--- src/rtl/risc16_pkg.sv ---
// Shared constants and loader state type for the 16-bit instruction memory.
// The CHK state exists only when IMEM_LOADER_CHECKSUM_EN is defined.
package risc16_pkg;

  localparam int unsigned INSTR_W     = 16;
  localparam int unsigned IMEM_DEPTH  = 15;
  localparam int unsigned IMEM_ADDR_W = 4;

  typedef enum logic [2:0] {
    LD_IDLE,
    LD_LEN,
    LD_HI,
    LD_LO,
    LD_WRITE,
    LD_DONE,
    LD_ERR
`ifdef IMEM_LOADER_CHECKSUM_EN
    , LD_CHK
`endif
  } loader_state_t;

endpackage

--- src/rtl/imem_loader.sv ---
// Streams host bytes (length, then big-endian words) into the instruction memory and
// holds the CPU until the program is complete. Optional trailer check: IMEM_LOADER_CHECKSUM_EN.
module imem_loader
  import risc16_pkg::*;
#(
  parameter int unsigned DATA_W = INSTR_W,
  parameter int unsigned ADDR_W = IMEM_ADDR_W,
  parameter int unsigned DEPTH  = IMEM_DEPTH
) (
  input  logic              clk,
  input  logic              rst,
  input  logic              start,
  input  logic [7:0]        byte_in,
  input  logic              byte_valid,
  output logic              byte_ready,
  output logic              mem_we,
  output logic [ADDR_W-1:0] mem_addr,
  output logic [DATA_W-1:0] mem_wdata,
  output logic              cpu_hold,
  output logic              done,
  output logic              error
);

  localparam logic [7:0] DEPTH_B = 8'(DEPTH);

  loader_state_t     state;
  logic [ADDR_W-1:0] last_addr;
  logic              xfer;
`ifdef IMEM_LOADER_CHECKSUM_EN
  logic [7:0]        csum;
`endif

  assign xfer = byte_valid && byte_ready;

  // mem_addr doubles as the word counter; it only advances when leaving WRITE.
  always_ff @(posedge clk) begin
    if (rst) begin
      state      <= LD_IDLE;
      byte_ready <= 1'b0;
      mem_we     <= 1'b0;
      mem_addr   <= '0;
      mem_wdata  <= '0;
      cpu_hold   <= 1'b1;
      done       <= 1'b0;
      error      <= 1'b0;
      last_addr  <= '0;
`ifdef IMEM_LOADER_CHECKSUM_EN
      csum       <= '0;
`endif
    end else begin
      mem_we <= 1'b0;
      case (state)
        LD_IDLE, LD_DONE, LD_ERR: begin
          if (start) begin
            state      <= LD_LEN;
            byte_ready <= 1'b1;
            cpu_hold   <= 1'b1;
            done       <= 1'b0;
            error      <= 1'b0;
            mem_addr   <= '0;
`ifdef IMEM_LOADER_CHECKSUM_EN
            csum       <= '0;
`endif
          end
        end
        LD_LEN: begin
          if (xfer) begin
            last_addr <= ADDR_W'(byte_in - 8'd1);
            if (byte_in == 8'd0 || byte_in > DEPTH_B) begin
              state      <= LD_ERR;
              byte_ready <= 1'b0;
              error      <= 1'b1;
            end else begin
              state <= LD_HI;
            end
          end
        end
        LD_HI: begin
          if (xfer) begin
            mem_wdata[DATA_W-1 -: 8] <= byte_in;
`ifdef IMEM_LOADER_CHECKSUM_EN
            csum <= csum ^ byte_in;
`endif
            state <= LD_LO;
          end
        end
        LD_LO: begin
          if (xfer) begin
            mem_wdata[7:0] <= byte_in;
`ifdef IMEM_LOADER_CHECKSUM_EN
            csum <= csum ^ byte_in;
`endif
            state      <= LD_WRITE;
            byte_ready <= 1'b0;
            mem_we     <= 1'b1;
          end
        end
        LD_WRITE: begin
          if (mem_addr == last_addr) begin
`ifdef IMEM_LOADER_CHECKSUM_EN
            state      <= LD_CHK;
            byte_ready <= 1'b1;
`else
            state    <= LD_DONE;
            done     <= 1'b1;
            cpu_hold <= 1'b0;
`endif
          end else begin
            mem_addr   <= mem_addr + ADDR_W'(1);
            state      <= LD_HI;
            byte_ready <= 1'b1;
          end
        end
`ifdef IMEM_LOADER_CHECKSUM_EN
        LD_CHK: begin
          if (xfer) begin
            byte_ready <= 1'b0;
            if (byte_in == csum) begin
              state    <= LD_DONE;
              done     <= 1'b1;
              cpu_hold <= 1'b0;
            end else begin
              state <= LD_ERR;
              error <= 1'b1;
            end
          end
        end
`endif
        default: begin
          state      <= LD_IDLE;
          byte_ready <= 1'b0;
        end
      endcase
    end
  end

endmodule
--- config.mk ---
export PLATFORM = sky130hd
export DESIGN_NAME = imem_loader
export DESIGN_NICKNAME = d
export VERILOG_FILES = /design/src/rtl/risc16_pkg.sv /design/src/rtl/imem_loader.sv
export SDC_FILE = /design/constraint.sdc
export NUM_CORES = 1
export LEC_CHECK = 0
export ABC_AREA = 1
export CAP_MARGIN = 20
export CORE_UTILIZATION = 40
export CTS_CLUSTER_SIZE = 30
export DETAILED_ROUTE_END_ITERATION = 10
export PLACE_DENSITY = 0.64
export SLEW_MARGIN = 20
export SYNTH_ARGS = -nofsm -noshare
export SYNTH_HDL_FRONTEND = slang
export SYNTH_SLANG_ARGS = --single-unit
--- constraint.sdc ---
create_clock -name clk -period 3 [get_ports clk]
set_input_delay 0.6 -clock clk [delete_from_list [all_inputs] [get_ports clk]]
set_output_delay 0.6 -clock clk [all_outputs]
set_load 0.05 [all_outputs]
* Word level (Yosys, flattened, before mapping) *
Cells that the tools add are included.

word-level totals
  register bits = 32
  bits in latches = 0
  memory bits (writable) = 0
  bits in read-only memories = 0
  input port bits = 12
  output and inout bits = 25
  word-level logic and storage cells = 70
  memories kept = 0

cells by class
  add/subtract/negate cells = 2
  multipliers = 0
  divide/modulo/power cells = 0
  $lt $le $gt $ge = 1
  equality and inequality tests = 14
  shifts and indexed selects = 0
  multiplexer cells = 25
  bitwise logic cells = 2
  reduce and logical (&&, ||, !) cells = 16

operator list
  kind                   number
  $mux W3                6
  $pmux W3 S5            1
  $ne A2 B2 Y1 const B   7
  $mux W1                11
  $eq A3 B3 Y1 const B   3
  $gt A8 B4 Y1 const B   1
  $logic_not A8 Y1       1
  $mux W4                2
  $pmux W4 S2            1
  $reduce_and A4 Y1      2
  $eq A3 B2 Y1 const B   2
  $pmux W1 S2            3
  $reduce_and A2 Y1      3
  $reduce_and A3 Y1      2
  $reduce_and A6 Y1      1
  $pmux W1 S5            1
  $add A4 B1 Y4 const B  1
  $eq A4 B4 Y1           1
  $reduce_bool A2 Y1     2
  $sub A4 B1 Y4 const B  1
  $eq A3 B1 Y1 const B   1
  $logic_not A3 Y1       1
  $reduce_or A3 Y1       1
  $not A1 Y1             2
  other kinds (3)        3

* Depth between registers and ports, before layout *
Gate-level depths: netlist (run 1).

  depth in word-level cells = 5
  depth in mapped cells = 10
  mapped depth without buffers = 10

* Worst setup path before layout (run 1) *
No wires, ideal clock.

  kind = flip-flop to flip-flop
  start point = register byte_ready
  end point = register byte_ready
  library setup time = 117 ps
  arrival time = 1556 ps
  data required time = 2883 ps
  slack = 1327 ps
  cell stages (with the launch flop) = 8
  buffers on the path = 0
  clock period less this slack = 1673 ps
  cell sequence = dfxtp_1 nand2_1 nand2_1 nand2_1 nor2_1 nand3_1 nand2_1 nor2_1

between the ends
  cells in the longest elaborated chain, start to end = 3
  elaborated cells on any way between the ends = 4
  classes of those cells = 2 x eq/ne; 2 x reduce/logical

ends and longest elaborated chain
  what                             line               text
  start: declaration               imem_loader.sv:15  output logic byte_ready,
  start signal: assignment         imem_loader.sv:39  byte_ready <= 1'b0;
  start signal: assignment         imem_loader.sv:56  byte_ready <= 1'b1;
  start signal: assignment         imem_loader.sv:71  byte_ready <= 1'b0;
  $logic_and A1 B1 Y1 (*)          imem_loader.sv:33  assign xfer = byte_valid && byte_ready;
  $ne A2 B2 Y1 (no line)           -
  $reduce_and A6 Y1 (no line) (*)  -

Mark *: on every way between the ends. The rest lies on a longest branch, timed or not.
A chain may end at the register's enable or synchronous reset.

* Final worst setup path (run 1) *
  start point = register mem_addr[2]
  end point = output mem_addr[2]

RTL lines
  what                      line                text
  start: declaration        imem_loader.sv:17   output logic [ADDR_W-1:0] mem_addr,
  start signal: assignment  imem_loader.sv:109  mem_addr <= mem_addr + ADDR_W'(1);

No word-level cell between the ends.

==> reports/metrics.csv, run 1 <==
metric,value,unit
n_antenna_cell,0,
final_cell_mix,"nand2_1, clkdlybuf4s50_1, dfxtp_1",
seq_area_frac_synth,42.3,%
fp.dieH,63.5,µm
path_class,reg -> out,
preCtsSetupSlack,0.920,ns
initial_core_util,43.7,%
stdcell_count,290,
layout_commonest_cell,nand2_1,
cts_tree,yes,
crit_family,buffers and inverters,
synth_cells,205,
die_area,0.00404,mm²
rows,21,
status,completed,
fmax,465,MHz
min_path_cells,2,
drt_iter0_markers,96,
finClkSkew,0.00282,ns
die_w,63.5,µm
drc_errors,0,
cts_hold_buf,0,
yosysUniqueCellTypes,24,
crit_slowest_cell,clkdlybuf4s50_1,
crit_arrival,1.55,ns
port_buffers,36,
syn_area,0.00152,mm²
grt_pass1_wl,5.44,mm
worst_setup_path_end_kind,output port,
grt_pass1_vias,1240,
worstHoldEndpoint,error$_SDFFE_PP0P_,
r2r-start,state[1]$_SDFFE_PP0P_,
cts_setup_buffers,0,
dr_wl_met2,1.33,mm
worst_r2r_path_depth,8,
wl_met1,1.57,mm
clock_latency,0.28,ns
fin_crit_sh,71.7,%
nNetsFinal,258,
yosys_warnings,0,
worstPathRequired,2.40,ns
synth.avg_cell_area,7.39,µm²
crit_path_start_kind,flop,
hold_violations,0,
cts-root-buf,clkbuf_8,
setup_tns,0,ns
cp_cell_sequence,clkdlybuf4s50_1,
clockBufferDepth,2,
power_density,693,mW/mm²
irDropWorstVdd,0.000340,V
holdCritStartpoint,error$_SDFFE_PP0P_,
routabilityCongestion,0.884,
hp-class,reg -> reg,
routed.top_layer,met4,
worst_pin_slew,0.529,ns
dp_cells,283,
max_slew_margin,64.7,%
grt_use_total,17.1,%
cp_max_fo,6,
cts_buffers,5,
vias_per_cell,4.74,
ant_nets,0,
slew_viol_final,0,
setup_slack,0.849,ns
vias,1374,
dpl.hpwl,2.27,mm
max_stage_delay,0.84,ns
clk_pin_slew_worst_paths,0.06,ns
crit_buf_inv,1,
cap_violations,0,
leakage,0.841,nW
rsz0062_at_grt,no,
coreArea,0.00347,mm²
setup_viol,0,
wl,3.14,mm
drive_gt1_share,10.7,%
regToRegEndpoint,mem_addr[0]$_SDFFE_PP0P_,
ys_ff_latch,32,
dr.pass1.iters,5,
grt_max_degree,23,
reg2reg_slack,1.59,ns
p_total,0.00138,W
grt_overflow,0,
wire_per_inst,10.8,µm
grt_antenna_before_repair,0,
cts_resized,0,
period_needed,2.15,ns
final_util,57.3,%
route.met3.wl,198,µm
io_pins,37,
syn_nets,219,
cts.sinks,32,
htreeDepth,2,
syn_to_final_growth,31.2,%
## Yosys cell counts
cell      instances  share of area [%]
dfxtp_1          32                 42
nor2_8            1                1.3
nand3_2           4                2.6
buf_8             1               0.99
nor2_2            1               0.41
nand2_1          42                 10
nor3_1            1               0.33
o21ai_1           7                2.3
nor2_1           11                2.7
o21ai_2           1               0.58
ha_1              2                1.7
nand2_2           2               0.83
a21oi_2           2                1.2
nand3_1          16                5.3
xnor2_1           2                1.2
xor2_1            2                1.2
clkbuf_1          3               0.74
a21oi_1          28                9.2
nor2_4            3                2.2
o21a_1            1               0.50
buf_4             1               0.50
o21ai_0          14                4.6
inv_2             4               0.99
inv_1            24                5.9
## kinds of logic after synthesis
kind of cell	count (synthesis)	share of synthesized area, %
flip-flops	32	42.3
AND/OR/NAND/NOR	81	26.2
buffers and inverters	33	9.17
XOR/XNOR	4	2.31
AO/OA/AOI/OAI	53	18.4
adder cells (fa/ha/maj)	2	1.65
## registers in the layout, indices dropped and copies added, names as in the netlist
register and count:
error 1, mem_addr 4, cpu_hold 1, state 3
byte_ready 1, mem_wdata 16, done 1, mem_we 1
last_addr 4
## how the worst max path moves through the flow
stage	end	cells after the start	slack, ns	from
global placement	byte_ready$_SDFFE_PP0P_	10	0.95	byte_in[0]
finish	mem_addr[2]	1	0.85	mem_addr[2]$_SDFFE_PP0P_
detailed placement	mem_wdata[14]$_SDFFE_PP0P_	5	0.92	byte_valid
global route	mem_addr[1]	1	0.80	mem_addr[1]$_SDFFE_PP0P_
floorplan	byte_ready$_SDFFE_PP0P_	7	1.33	byte_ready$_SDFFE_PP0P_
CTS	mem_addr[1]	1	0.85	mem_addr[1]$_SDFFE_PP0P_
## per-stage QoR
stage               hold WS [ns]  area (µm²)
finish                     0.469        1990
floorplan                  0.506        1520
global route               0.497        1990
CTS                        0.467        1990
global placement           0.453        1910
detailed placement         0.455        1910
## metal layers
| metal | global-route usage, % | vias up |
|---|---|---|
| li1 | - | 742 |
| met1 | 23.1 | 579 |
| met2 | 25.0 | 46 |
| met3 | 5.25 | 7 |
| met4 | 6.82 | 0 |
| met5 | 0 | - |
## cell type report
cell class,instances,area (µm²)
Fill cell,345,1480
Multi-Input combinational cell,140,736
Sequential cell,32,641
Timing Repair Buffer,37,368
Inverter,28,105
Clock buffer,5,68.8
Tap cell,46,57.6
Clock inverter,2,12.5
## report_power, final
group / switching (W) / internal (W) / leakage, nW
logic: 0.000364 / 0.000186 / 0.542
registers: 0.0000457 / 0.000469 / 0.259
clock network: 0.000156 / 0.000157 / 0.0400
total: 0.000566 / 0.000812 / 0.841
(Power assumes the default switching activity.)
==> run 2, diff against run 1 <==
Settings changed: PLACE_DENSITY 0.64 to 0.66.
Clock period 3 ns to 1.8 ns, I/O delays scaled along.
==> run 2 against run 1 <==
  * Via count rose by 0.36%
  * Sequential share of layout area rose by 0.39 points
  * Critical endpoint is now byte_ready$_SDFFE_PP0P_
  * Highest routed layer unchanged
  * Critical path type is now in -> reg
  * Flip-flop and latch count did not move
  * Register-to-register slack got worse by 1.2 ns
  * Combinational power rose by 67%
  * Final cell count rose by 1.4%
  * Global-route usage rose by 0.68 points
==> reports/metrics.csv, run 2 (synthesis gave the netlist of run 1 again) <==
metric,value,unit,change
setup_viol,0,,unchanged
wl,3.16,mm,was 3.14 mm
grt_max_degree,23,,unchanged
slew_viol_final,0,,unchanged
hold-worst-slack,0.465,ns,was 0.469 ns
hp-class,reg -> reg,,unchanged
hold_violations,0,,unchanged
crit_path_start_kind,input port,,was flop
finClkSkew,0.00395,ns,was 0.00282 ns
clockBufferDepth,2,,unchanged
rows,21,,unchanged
setup_tns,0,ns,unchanged
worst_setup_path_end_kind,flop,,was output port
nNetsFinal,262,,was 258
clk_pin_slew_worst_paths,0.06,ns,about the same
cap_violations,0,,unchanged
vias,1379,,"was 1,374"
routabilityCongestion,0.800,,was 0.884
grt_antenna_before_repair,0,,unchanged
reg_top3,"mem_wdata (16), last_addr (4), mem_addr (4)",,unchanged
cts-root-buf,clkbuf_8,,unchanged
max_slew_margin,79.4,%,was 64.7%
status,completed,,unchanged
cts_tree,yes,,unchanged
worstPathRequired,1.97,ns,was 2.40 ns
path_class,in -> reg,,was reg -> out
rsz0062_at_grt,no,,unchanged
largest_register,mem_wdata,,unchanged
power_density,1160,mW/mm²,was 693 mW/mm²
grt_overflow,0,,unchanged
fin_crit_sh,80.1,%,
clock_latency,0.28,ns,about the same
cts_buffers,5,,unchanged
die_area,0.00404,mm²,unchanged
grt_pass1_wl,5.60,mm,was 5.44 mm
drive_gt1_share,21.8,%,was 10.7%
leakage,0.914,nW,was 0.841 nW
io_pins,37,,unchanged
port_buffers,36,,unchanged
grt_pass1_vias,1281,,"was 1,240"
ant_nets,0,,unchanged
final_cell_mix,"nand2_1, dfxtp_1, buf_4",,"was nand2_1, clkdlybuf4s50_1, dfxtp_1"
drc_errors,0,,unchanged
htreeDepth,2,,unchanged
drt_iter0_markers,77,,was 96
cts.sinks,32,,unchanged
die_w,63.5,µm,unchanged
cts_hold_buf,0,,unchanged
initial_core_util,43.7,%,unchanged
cts_resized,0,,unchanged
n_antenna_cell,0,,unchanged
dpl.hpwl,2.33,mm,was 2.27 mm
fp.dieH,63.5,µm,unchanged
syn_to_final_growth,29.6,%,was 31.2%
dr.pass1.iters,4,,was 5
fmax,694,MHz,
cp_max_fo,2,,was 6
crit_arrival,1.61,ns,was 1.55 ns
largest_reg_flops,16,,unchanged
vias_per_cell,4.69,,was 4.74
irDropWorstVdd,0.000508,V,was 0.000340 V
grt_use_total,17.8,%,was 17.1%
worst_pin_slew,0.309,ns,was 0.529 ns
wire_per_inst,10.8,µm,about the same
period_needed,1.44,ns,
layout_commonest_cell,nand2_1,,unchanged
coreArea,0.00347,mm²,unchanged
cts_setup_buffers,0,,unchanged
==> run 2: final cells by class <==
cell class                 count  area, µm²
fill                         353       1500
clock inverter                 1       5.00
clock buffer                   6       72.6
inverter                      28        105
tap                           46       57.6
multi-input combinational    140        736
sequential                    32        641
timing repair buffer          41        348
==> run 2: worst paths after layout <==
path	from	end	slack, ns	cells past startpoint
hold reg to reg	done$_SDFFE_PP0P_	done$_SDFFE_PP0P_	0.47	2
hold / removal	done$_SDFFE_PP0P_	done$_SDFFE_PP0P_	0.47	2
setup / recovery	byte_in[0]	byte_ready$_SDFFE_PP0P_	0.36	10
setup reg to reg	mem_addr[0]$_SDFFE_PP0P_	byte_ready$_SDFFE_PP0P_	0.39	9
==> run 2: report_power, final <==
group	leakage, nW	internal [W]	total, W	switching, W
Combinational	0.614	0.000312	0.000921	0.000609
Sequential	0.259	0.000781	0.000855	0.0000737
Clock	0.0410	0.000262	0.000507	0.000245
==> run 2: worst max-delay path, cell delays in order <==
cell,delay (ns)
clkdlybuf4s50_1,0.42
inv_1,0.09
ha_1,0.18
nand3_1,0.11
nand3_1,0.09
nand2_1,0.05
nor2_1,0.13
nand3_1,0.09
nand2_1,0.06
nor2_1,0.03
==> run 2: per-layer routing <==
metal / GRT usage [%] / up-vias / part of all wire [%]
li1: - / 751 / -
met1: 22.3 / 591 / 49
met2: 28.1 / 35 / 44
met3: 6.70 / 2 / 5.8
met4: 5.11 / 0 / 0.54
met5: 0 / - / 0
==> run 2: metrics by stage <==
step	power (W)	instance area, µm²	std cells	worst slack [ns]	util [%]
global route	0.00246	1960	294	0.185	56.6
global placement	0.00179	1890	287	0.0882	54.4
floorplan	0.00158	1520	205	0.127	-
CTS	0.00231	1960	294	0.351	56.6
finish	0.00228	1960	294	0.358	56.6
detailed placement	0.00179	1890	287	0.0564	54.4
==> RTL change, RTL diff (settings of run 2) <==
Build with the macro `IMEM_LOADER_CHECKSUM_EN` defined.
--- a/src/rtl/risc16_pkg.sv
+++ b/src/rtl/risc16_pkg.sv
@@ -2,2 +2,4 @@
 // The CHK state exists only when IMEM_LOADER_CHECKSUM_EN is defined.
+`define IMEM_LOADER_CHECKSUM_EN
+
 package risc16_pkg;
Formal check against the unedited RTL: not equivalent (a bounded check fails within 10 cycles, from zero or initial values and one cycle with rst high).
==> RTL change against run 2 <==
Sequential cell count increased by 8; worst hold slack got worse by 0.017 ns; sequential power increased by 31%; worst setup slack got worse by 0.037 ns; wire length increased by 45%; cell area increased by 36%; critical endpoint is now cpu_hold; synthesized area increased by 35%; die area increased by 34%; power increased by 48%; largest cell class unchanged.
==> RTL change: results (changes against run 2) <==
crit_path_max_incr_delay_ns: 0.45  # +0.03 ns
grt_pass1_vias: 1777  # +39%
synth_compound_area_frac: 0.178  # -0.00634
synth_xor_area_frac: 0.0258  # +0.00263
status: "finished, final reports clean"
synth_cell_types: 31  # +29%
timing.final.ws_setup_ns: 0.322  # -0.0365 ns
worstHoldStart: "cpu_hold"
grt_max_degree: 30  # +30%
yosys.area_share.adder: 0.0123  # -0.00425
reg2regPathDepth: 7  # -2
finClkSkew_ns: 0.00439  # +0.000440 ns
rr_endpoint: "csum[5]"
final_nets: 348  # +33%
gp_congestion: 0.860  # +7.4%
num_vias: 1923  # +39%
r2r_slack_ns: 0.35  # -0.04 ns
path_clk_slew_ns: 0.08  # +0.02 ns
use_met2: 0.300  # +0.0198
holdWs_ns: 0.448  # -0.0172 ns
grt_util_met1: 0.253  # +0.0307
finalWirelength_microns: 4580  # +45%
relSlewSlack: 0.783  # -0.0105
holdPathEnd: "cpu_hold"
drive_above_1_share: 0.233  # +0.0151
grt_pass1_wl_microns: 7910  # +41%
synth_commonest_cells: "nand2_1 (62), dfxtp_1 (40), a21oi_1 (37), inv_1 (34), o21ai_0 (26)"
hpwlAfterDp_microns: 3450  # +48%
track_usage: 0.189  # +0.0117
drtIter0Drc: 76  # -1.3%
peakVddDrop_v: 0.000547  # +7.7%
p_leak_nw: 1.24  # +36%
worst-path-max-fanout: 3  # +1
synthesis.nets: 294  # +34%
grt_use_met3: 0.0453  # -0.0218
crit_arrival_ns: 1.68  # +0.07 ns
ys_seq_area_frac: 0.392  # -0.0304
ys_top_cells_by_area: "dfxtp_1 (39%), nand2_1 (11%), a21oi_1 (9.1%)"
-- RTL change: cell types whose count changed in the layout (fill, tap and decap cells not counted), moves of 9 or more --
cell,before,now
nand2_1,42,62
o21ai_0,14,26
buf_4,29,40
inv_1,24,34
a21oi_1,28,37
nor2_1,11,20
-- RTL change: metal layers --
metal | vias to the layer above | wire length, microns
met5 | - | 0
met4 | 0 | 79
met3 | 10 | 185
met2 | 40 | 2160
met1 | 859 | 2150
li1 | 1014 | -
-- RTL change: through the flow --
step                cells  cell area, sq um
floorplan             280              2040
global placement      394              2550
detailed placement    394              2550
CTS                   402              2660
global route          402              2660
finish                402              2660
-- RTL change: cell type report --
cell class	instances	area, sq um
Clock buffer	5	68.8
Inverter	38	143
Timing Repair Buffer	54	470
Multi-Input combinational cell	195	1050
Sequential cell	40	801
Clock inverter	3	46.3
Tap cell	67	83.8
Fill cell	486	2150
-- RTL change: kinds of logic (layout without fill, tap and decap cells) --
group	after synthesis	in the layout
flip-flops	40	40
buffers and inverters	45	100
XOR/XNOR	6	6
adder cells (fa/ha/maj)	2	2
AO/OA/AOI/OAI	69	69
AND/OR/NAND/NOR	118	118
-- RTL change: power by group --
part | switching, mW | internal, mW | leakage (nW)
registers | 0.0970 | 1.02 | 0.325
clock network | 0.337 | 0.418 | 0.0548
logic | 0.974 | 0.528 | 0.862
-- RTL change: how the worst max path moves through the flow --
stage,start,to,slack [ns]
after global routing,byte_in[7],state[1],0.13
after floorplan,byte_ready,csum[7],0.10
after CTS,byte_in[1],cpu_hold,0.29
after detailed placement,byte_in[1],cpu_hold,-0.003
after global placement,byte_in[1],cpu_hold,0.001
final,byte_in[1],cpu_hold,0.32
-- RTL change: worst reg2reg max path, stage by stage, from the launching register on --
cell and delay, ns:
dfxtp_1 0.37, inv_1 0.13, nor2_2 0.19, inv_2 0.13
nand2_2 0.11, nand3_4 0.16, o21ai_0 0.19, a21oi_1 0.06
